## config.mk

```make
export PLATFORM = sky130hd
export DESIGN_NAME = matmul_input_loader
export DESIGN_NICKNAME = d
export VERILOG_FILES = /design/src/rtl/matmul_io_pkg.sv /design/src/rtl/matmul_input_skew.sv /design/src/rtl/matmul_input_loader.sv
export SDC_FILE = /design/constraint.sdc
export NUM_CORES = 1
export LEC_CHECK = 0
export BUFFER_PORTS_ARGS = -buffer_cell sky130_fd_sc_hd__buf_2
export CORE_AREA = 2 2 191 193
export DETAILED_ROUTE_END_ITERATION = 12
export DIE_AREA = 0 0 193 195
export PLACE_DENSITY = 0.61
export SYNTH_ARGS = -nofsm -noshare
export SYNTH_HDL_FRONTEND = slang
export SYNTH_HIERARCHICAL = 1
export SYNTH_SLANG_ARGS = --single-unit
```

## constraint.sdc

```tcl
create_clock -name clk -period 7.01 [get_ports clk]
set_input_delay 1.402 -clock clk [delete_from_list [all_inputs] [get_ports clk]]
set_output_delay 1.402 -clock clk [all_outputs]
set_load 0.01 [all_outputs]
```

## src/rtl/matmul_io_pkg.sv

```systemverilog
// Shared types, address-map constants and helpers for the matmul operand I/O path.
// The address map macros may be overridden on the command line.
`ifndef INPUT_MAT_BASE_ADDR
`define INPUT_MAT_BASE_ADDR 32'h0000_1000
`endif
`ifndef MEM_ADDR_INCR
`define MEM_ADDR_INCR 32'h0000_0010
`endif
`ifndef MEM_PORT_WIDTH
`define MEM_PORT_WIDTH 128
`endif

package matmul_io_pkg;

  typedef enum logic [2:0] {
    StIdle,
    StMemRd,
    StMemRdDelay,
    StStream,
    StDone
  } loader_state_e;

  localparam logic [31:0] InputMatBaseAddr = `INPUT_MAT_BASE_ADDR;
  localparam logic [31:0] MemAddrIncr      = `MEM_ADDR_INCR;
  localparam int unsigned MemPortWidth     = `MEM_PORT_WIDTH;

  // Number of skewed beats needed to drain a rows x cols operand through the lanes.
  function automatic int unsigned stream_beats(input int unsigned rows, input int unsigned cols);
    return rows + cols - 1;
  endfunction

endpackage

```

## src/rtl/matmul_input_skew.sv

```systemverilog
// Combinational lane selector: for beat t, lane c carries buf[t-c][c] when that row exists.
module matmul_input_skew #(
  parameter int unsigned ROWS      = 4,
  parameter int unsigned COLS      = 4,
  parameter int unsigned WORD_SIZE = 16,
  parameter int unsigned BEAT_W    = 3
) (
  input  logic [ROWS*COLS*WORD_SIZE-1:0] buf_flat,
  input  logic [BEAT_W-1:0]              beat,
  output logic [COLS*WORD_SIZE-1:0]      lane_data,
  output logic [COLS-1:0]                lane_valid
);

  always_comb begin
    lane_data  = '0;
    lane_valid = '0;
    for (int c = 0; c < int'(COLS); c++) begin
      if ((int'(beat) >= c) && ((int'(beat) - c) < int'(ROWS))) begin
        lane_valid[c] = 1'b1;
        lane_data[c*WORD_SIZE +: WORD_SIZE] =
            buf_flat[((int'(beat) - c) * int'(COLS) + c) * int'(WORD_SIZE) +: WORD_SIZE];
      end
    end
  end

endmodule

```

## src/rtl/matmul_input_loader.sv

```systemverilog
// Reads ROWS memory rows into a buffer, then streams them as skewed lanes, each beat held 2 cycles.
// Define LOADER_TRANSPOSE_EN to store memory row i into buffer column i (needs ROWS == COLS).
module matmul_input_loader
  import matmul_io_pkg::*;
#(
  parameter int unsigned ROWS               = 4,
  parameter int unsigned COLS               = 4,
  parameter int unsigned WORD_SIZE          = 16,
  parameter int unsigned MEM_ACCESS_LATENCY = 2
) (
  input  logic                      clk,
  input  logic                      rst,
  input  logic                      start,
  input  logic                      stall,
  output logic [31:0]               mem_addr,
  output logic                      mem_rd_en,
  input  logic [MemPortWidth-1:0]   mem_rd_data,
  output logic [COLS*WORD_SIZE-1:0] matmul_input,
  output logic [COLS-1:0]           matmul_input_valid,
  output logic                      load_rdy,
  output logic                      load_done
);

  localparam int unsigned NumBeats = stream_beats(ROWS, COLS);
  localparam int unsigned BeatW    = $clog2(NumBeats + 1);
  localparam int unsigned RowW     = $clog2(ROWS + 1);
  localparam int unsigned DelayW   = $clog2(MEM_ACCESS_LATENCY + 1);
  localparam int unsigned BufW     = ROWS * COLS * WORD_SIZE;
  localparam int unsigned LaneW    = COLS * WORD_SIZE;
  localparam logic [BeatW-1:0] LastBeat = BeatW'(NumBeats - 1);

  if (MemPortWidth < LaneW) begin : g_port_chk
    $error("mem_rd_data narrower than COLS*WORD_SIZE");
  end
  if (MEM_ACCESS_LATENCY < 1) begin : g_lat_chk
    $error("MEM_ACCESS_LATENCY must be at least 1");
  end
`ifdef LOADER_TRANSPOSE_EN
  if (ROWS != COLS) begin : g_tr_chk
    $error("LOADER_TRANSPOSE_EN requires ROWS == COLS");
  end
`endif

  if (MemPortWidth > LaneW) begin : g_unused_hi
    logic unused_rd_hi;
    assign unused_rd_hi = ^mem_rd_data[MemPortWidth-1:LaneW];
  end

  loader_state_e     state_q, state_d;
  logic [RowW-1:0]   row_q, row_d;
  logic [DelayW-1:0] delay_q, delay_d;
  logic [BeatW-1:0]  beat_q, beat_d;
  logic              phase_q, phase_d;
  logic [31:0]       addr_q, addr_d;
  logic              rd_en_q, rd_en_d;
  logic [BufW-1:0]   buf_q, buf_d;
  logic [LaneW-1:0]  data_q, data_d;
  logic [COLS-1:0]   valid_q, valid_d;

  logic [BeatW-1:0]  skew_beat;
  logic [LaneW-1:0]  skew_data;
  logic [COLS-1:0]   skew_valid;
  logic              load_stream;

  // Beat that becomes visible after the next edge when the output registers reload.
  assign skew_beat = (state_q == StStream) ? beat_q + 1'b1 : '0;

  matmul_input_skew #(
    .ROWS      (ROWS),
    .COLS      (COLS),
    .WORD_SIZE (WORD_SIZE),
    .BEAT_W    (BeatW)
  ) u_skew (
    .buf_flat   (buf_q),
    .beat       (skew_beat),
    .lane_data  (skew_data),
    .lane_valid (skew_valid)
  );

  always_comb begin
    state_d     = state_q;
    row_d       = row_q;
    delay_d     = delay_q;
    beat_d      = beat_q;
    phase_d     = phase_q;
    addr_d      = addr_q;
    rd_en_d     = 1'b0;
    buf_d       = buf_q;
    data_d      = data_q;
    valid_d     = valid_q;
    load_stream = 1'b0;

    unique case (state_q)
      StIdle: begin
        if (start) begin
          state_d = StMemRd;
          row_d   = '0;
        end
      end
      StMemRd: begin
        if (row_q < RowW'(ROWS)) begin
          addr_d  = InputMatBaseAddr + 32'(row_q) * MemAddrIncr;
          rd_en_d = 1'b1;
          delay_d = DelayW'(MEM_ACCESS_LATENCY - 1);
          state_d = StMemRdDelay;
        end else begin
          state_d     = StStream;
          beat_d      = '0;
          phase_d     = 1'b0;
          load_stream = 1'b1;
        end
      end
      StMemRdDelay: begin
        if (delay_q == '0) begin
          for (int j = 0; j < int'(COLS); j++) begin
`ifdef LOADER_TRANSPOSE_EN
            buf_d[(j * int'(COLS) + int'(row_q)) * int'(WORD_SIZE) +: WORD_SIZE] =
                mem_rd_data[j * int'(WORD_SIZE) +: WORD_SIZE];
`else
            buf_d[(int'(row_q) * int'(COLS) + j) * int'(WORD_SIZE) +: WORD_SIZE] =
                mem_rd_data[j * int'(WORD_SIZE) +: WORD_SIZE];
`endif
          end
          row_d   = row_q + 1'b1;
          state_d = StMemRd;
        end else begin
          delay_d = delay_q - 1'b1;
        end
      end
      StStream: begin
        if (!stall) begin
          if (!phase_q) begin
            phase_d = 1'b1;
          end else if (beat_q == LastBeat) begin
            state_d = StDone;
            data_d  = '0;
            valid_d = '0;
          end else begin
            beat_d      = beat_q + 1'b1;
            phase_d     = 1'b0;
            load_stream = 1'b1;
          end
        end
      end
      StDone: state_d = StIdle;
      default: state_d = StIdle;
    endcase

    if (load_stream) begin
      data_d  = skew_data;
      valid_d = skew_valid;
    end
  end

  always_ff @(posedge clk) begin
    if (!rst) begin
      state_q <= StIdle;
      row_q   <= '0;
      delay_q <= '0;
      beat_q  <= '0;
      phase_q <= 1'b0;
      addr_q  <= '0;
      rd_en_q <= 1'b0;
      buf_q   <= '0;
      data_q  <= '0;
      valid_q <= '0;
    end else begin
      state_q <= state_d;
      row_q   <= row_d;
      delay_q <= delay_d;
      beat_q  <= beat_d;
      phase_q <= phase_d;
      addr_q  <= addr_d;
      rd_en_q <= rd_en_d;
      buf_q   <= buf_d;
      data_q  <= data_d;
      valid_q <= valid_d;
    end
  end

  assign mem_addr           = addr_q;
  assign mem_rd_en          = rd_en_q;
  assign matmul_input       = data_q;
  assign matmul_input_valid = valid_q;
  assign load_rdy           = (state_q == StIdle);
  assign load_done          = (state_q == StDone);

endmodule

```

==> metrics.csv <==
stage,metric,value,unit
status,status,completed,
power_and_ir_drop,switching power of the nets,978,uW
clocking,post-CTS setup buffer count,0,
sta,Final Hold Vio Count,0,
setup_path,data arrival time of the worst path,4300,ps
synth,Yosys reg bits,341,
setup_path,"Largest delay share family, worst path",simple AND/OR/NAND/NOR gates,
synth,number of synthesized flops with an enable pin,0,
sta,Final Max Tran Viols,0,
synth,main flop type after synthesis,dfxtp_1,
sta,Fmax,0.259,GHz
die,cell row count,69,
sta,worst setup margin,3140,ps
layout,footprint of the multi-input gates,8100,um^2
global_routing,GRT Util Overall,0.231,
die,I/O Pins,235,
clocking,CTS sink cnt,341,
clocking,CTS tree,done,
power_and_ir_drop,Clk pwr share,0.476,
synth,Post-synth top cells,"nand2_1 (399), dfxtp_1 (341), mux2i_1 (149)",
clocking,cts-stage hold buffer count,0,
die,Total Die Area,37600,um^2
layout,sequential cell area,6830,um^2
setup_path,largest stage delay on the critical path,730,ps
min_path,WHS Endpoint,mem_addr[6],
power_and_ir_drop,P_int,3.25,mW
clocking,H-tree depth,2,
sta,Setup Viol. Count Final,0,
routing,DR iter-0 viols,1083,
clocking,CTS buffer count,38,
synth,Syn Std Cell Area,15800,um^2
placement,Buffers on Ports,142,
setup_path,Reg2Reg Capture Point,matmul_input[39],
sta,RSZ-0062 raised after global routing,no,
min_path,number of cells on the worst hold path,2,
power_and_ir_drop,Flop pwr share,0.466,
routing,detailed-router iteration count before antenna repair,5,
routing,post-route ant nets,0,
power_and_ir_drop,power per cell area,239,nW/um^2
setup_path,worst-path cell with the longest stage delay,dfxtp_1,
job,max_cap viols,0,
synth,Synth top area share,0.433,
die,die height,195,um
synth,sequential area share after synthesis,0.433,
synth,Cells after Synth,1747,
routing,DR vias/cell,5.74,
layout,final core utilization,0.501,
setup_path,critical path class,reg -> reg,
setup_path,critical-path cell list,"nand3b_1, nor2_1, inv_1, ha_1, nand2b_1, nor2b_1, nand2_1, o22ai_1",
routing,Residual DRC,0,
clocking,Clock Path Buffers,3,
global_routing,number of global-route vias before repair,12700,
layout,Nets,1922,
sta,Hold WS,425,ps
clocking,clock transition at the registers of the reported paths,60,ps
setup_path,CP Buf/Inv Count,1,
placement,post-detail-place hpwl,24700,um
global_routing,GR Overflow Total,0,
synth,Yosys cell types,53,
synth,Syn. warnings,6,
min_path,hold_sp,mem_addr[6],
setup_path,data required time of the critical path,7440,ps
synth,top-count cell post-synth,nand2_1,
power_and_ir_drop,combinational share of power,0.058,
global_routing,antenna violations before repair,10,
sta,worst-margin pin slew,1180,ps
setup_path,reg2reg setup slack,3140,ps
power_and_ir_drop,Switching Fraction,0.231,
global_routing,global-route wire length before repair,69700,um
sta,minimum clock period,3870,ps
sta,total negative slack,0,ps
layout,layout cell share with drive strength beyond 1,0.169,
synth,Synth async-reset ratio,0,
setup_path,crit-path max FO,22,
setup_path,worst r2r path cells,8,
layout,Syn-to-layout area delta,12.5,%
clocking,CTS Root Cell,clkbuf_16,
routing,final wirelength,44100,um
power_and_ir_drop,Leakage,6.82,nW
layout,fillers,3344,
placement,Routability Congestion,0.758,
min_path,worst min path class,reg -> reg,
clocking,"Gates resized, CTS repair",0,
synth,Mean Syn Cell Area,9.02,um^2
sta,final worst-path cycle share,0.552,
die,core area,35400,um^2
die,Initial Utilization,0.445,
die,Die X,193,um
synth,Synth area leaders,"dfxtp_1 (43%), nand2_1 (9.5%), mux2i_1 (9.5%)",
routing,via count,13000,
clocking,Clock Latency Late Sink,520,ps
setup_path,Worst Setup Start Kind,flip-flop,
sta,final worst clock skew,16.3,ps
placement,worst slack at placement,3140,ps
setup_path,RR Startpoint,state_q[0],
power_and_ir_drop,VDD IR-drop max,0.181,mV
global_routing,largest net degree at the start of global routing,113,
routing,WL per Instance,19.5,um
sta,Slew HR,0.215,
synth,"area leader, netlist",dfxtp_1,
setup_path,CP Capture Type,flip-flop,
==> power by group through the flow <==
stage               registers (mW)  logic, mW  clock network (mW)
CTS                           1.97      0.241                2.05
global placement              2.01      0.237                   0
floorplan                     2.00      0.169                   0
global route                  1.97      0.263                2.13
finish                        1.97      0.243                2.01
detailed placement            2.01      0.240                   0
==> worst max-delay path by stage <==
stage	start	endpoint	slack, ps	depth (start not counted)
2_1_floorplan	state_q[1]	matmul_input[58]	3620	12
3_3_place_gp	state_q[0]	matmul_input[34]	3180	8
3_5_place_dp	state_q[0]	matmul_input[34]	3140	8
4_1_cts	state_q[0]	matmul_input[34]	3130	8
5_1_grt	state_q[0]	matmul_input[34]	2780	8
6_report	state_q[0]	matmul_input[39]	3140	8
==> flip-flops by register name (all words and copies together) (netlist names) <==
signal / count
beat_q: 3
buf_q: 256
delay_q: 2
matmul_input: 64
matmul_input_valid: 4
mem_addr: 4
mem_rd_en: 1
phase_q: 1
row_q: 3
state_q: 3
==> placed cells by master, fill, tap and decap left out, types with 6 or more instances in the layout <==
master     instances
ha_1              13
conb_1            28
nor2b_1           44
nand2_1          399
clkbuf_1          10
buf_4             22
nor3_1             6
nand4_1           99
o22ai_1           68
and2_1            17
mux2i_1          149
inv_1             10
o21ai_0          114
dfxtp_1          341
clkbuf_16         39
a21oi_1          118
nand3_1           34
clkbuf_8           9
nor2_1             9
mux4_2            63
buf_2            141
==> layout make-up <==
cell class | instances | share of cell area
well taps | 461 | 0.0326
flip-flops and latches | 341 | 0.385
inverters | 13 | 0.00290
multi-input cells | 1216 | 0.457
clock buffers | 58 | 0.0642
diodes | 5 | 0.000706
clock inverters | 8 | 0.00692
repair buffers | 164 | 0.0500
==> worst min-delay path, stage by stage (launching register included) <==
cell,delay (ps)
dfxtp_1,310
nand2_1,50
nor2_1,30
==> metrics by stage <==
stage                     instances  power, mW  instance area (um^2)
final                          2266       4.23                 17700
after global routing           2263       4.37                 17700
after CTS                      2261       4.26                 17700
after detailed placement       2195       2.25                 16400
after global placement         2195       2.25                 16400
after floorplan                1774       2.17                 15900
==> kinds of logic after synthesis <==
logic type	synth area share
other cells	0.000238
compound gates	0.109
xor+xnor	0.00111
simple gates	0.192
flops	0.433
buf+inv	0.0654
fa+ha+maj	0.0127
mux	0.186
==> layer usage <==
| metal | routed length (um) | GRT usage | up-vias | part of all wire |
|---|---|---|---|---|
| li1 | - | - | 6158 | - |
| met1 | 19700 | 0.320 | 6334 | 0.45 |
| met2 | 20700 | 0.372 | 428 | 0.47 |
| met3 | 2910 | 0.0413 | 81 | 0.066 |
| met4 | 788 | 0.0612 | 10 | 0.018 |
| met5 | 65 | 0 | - | 0.0015 |
(Power assumes the default switching activity.)
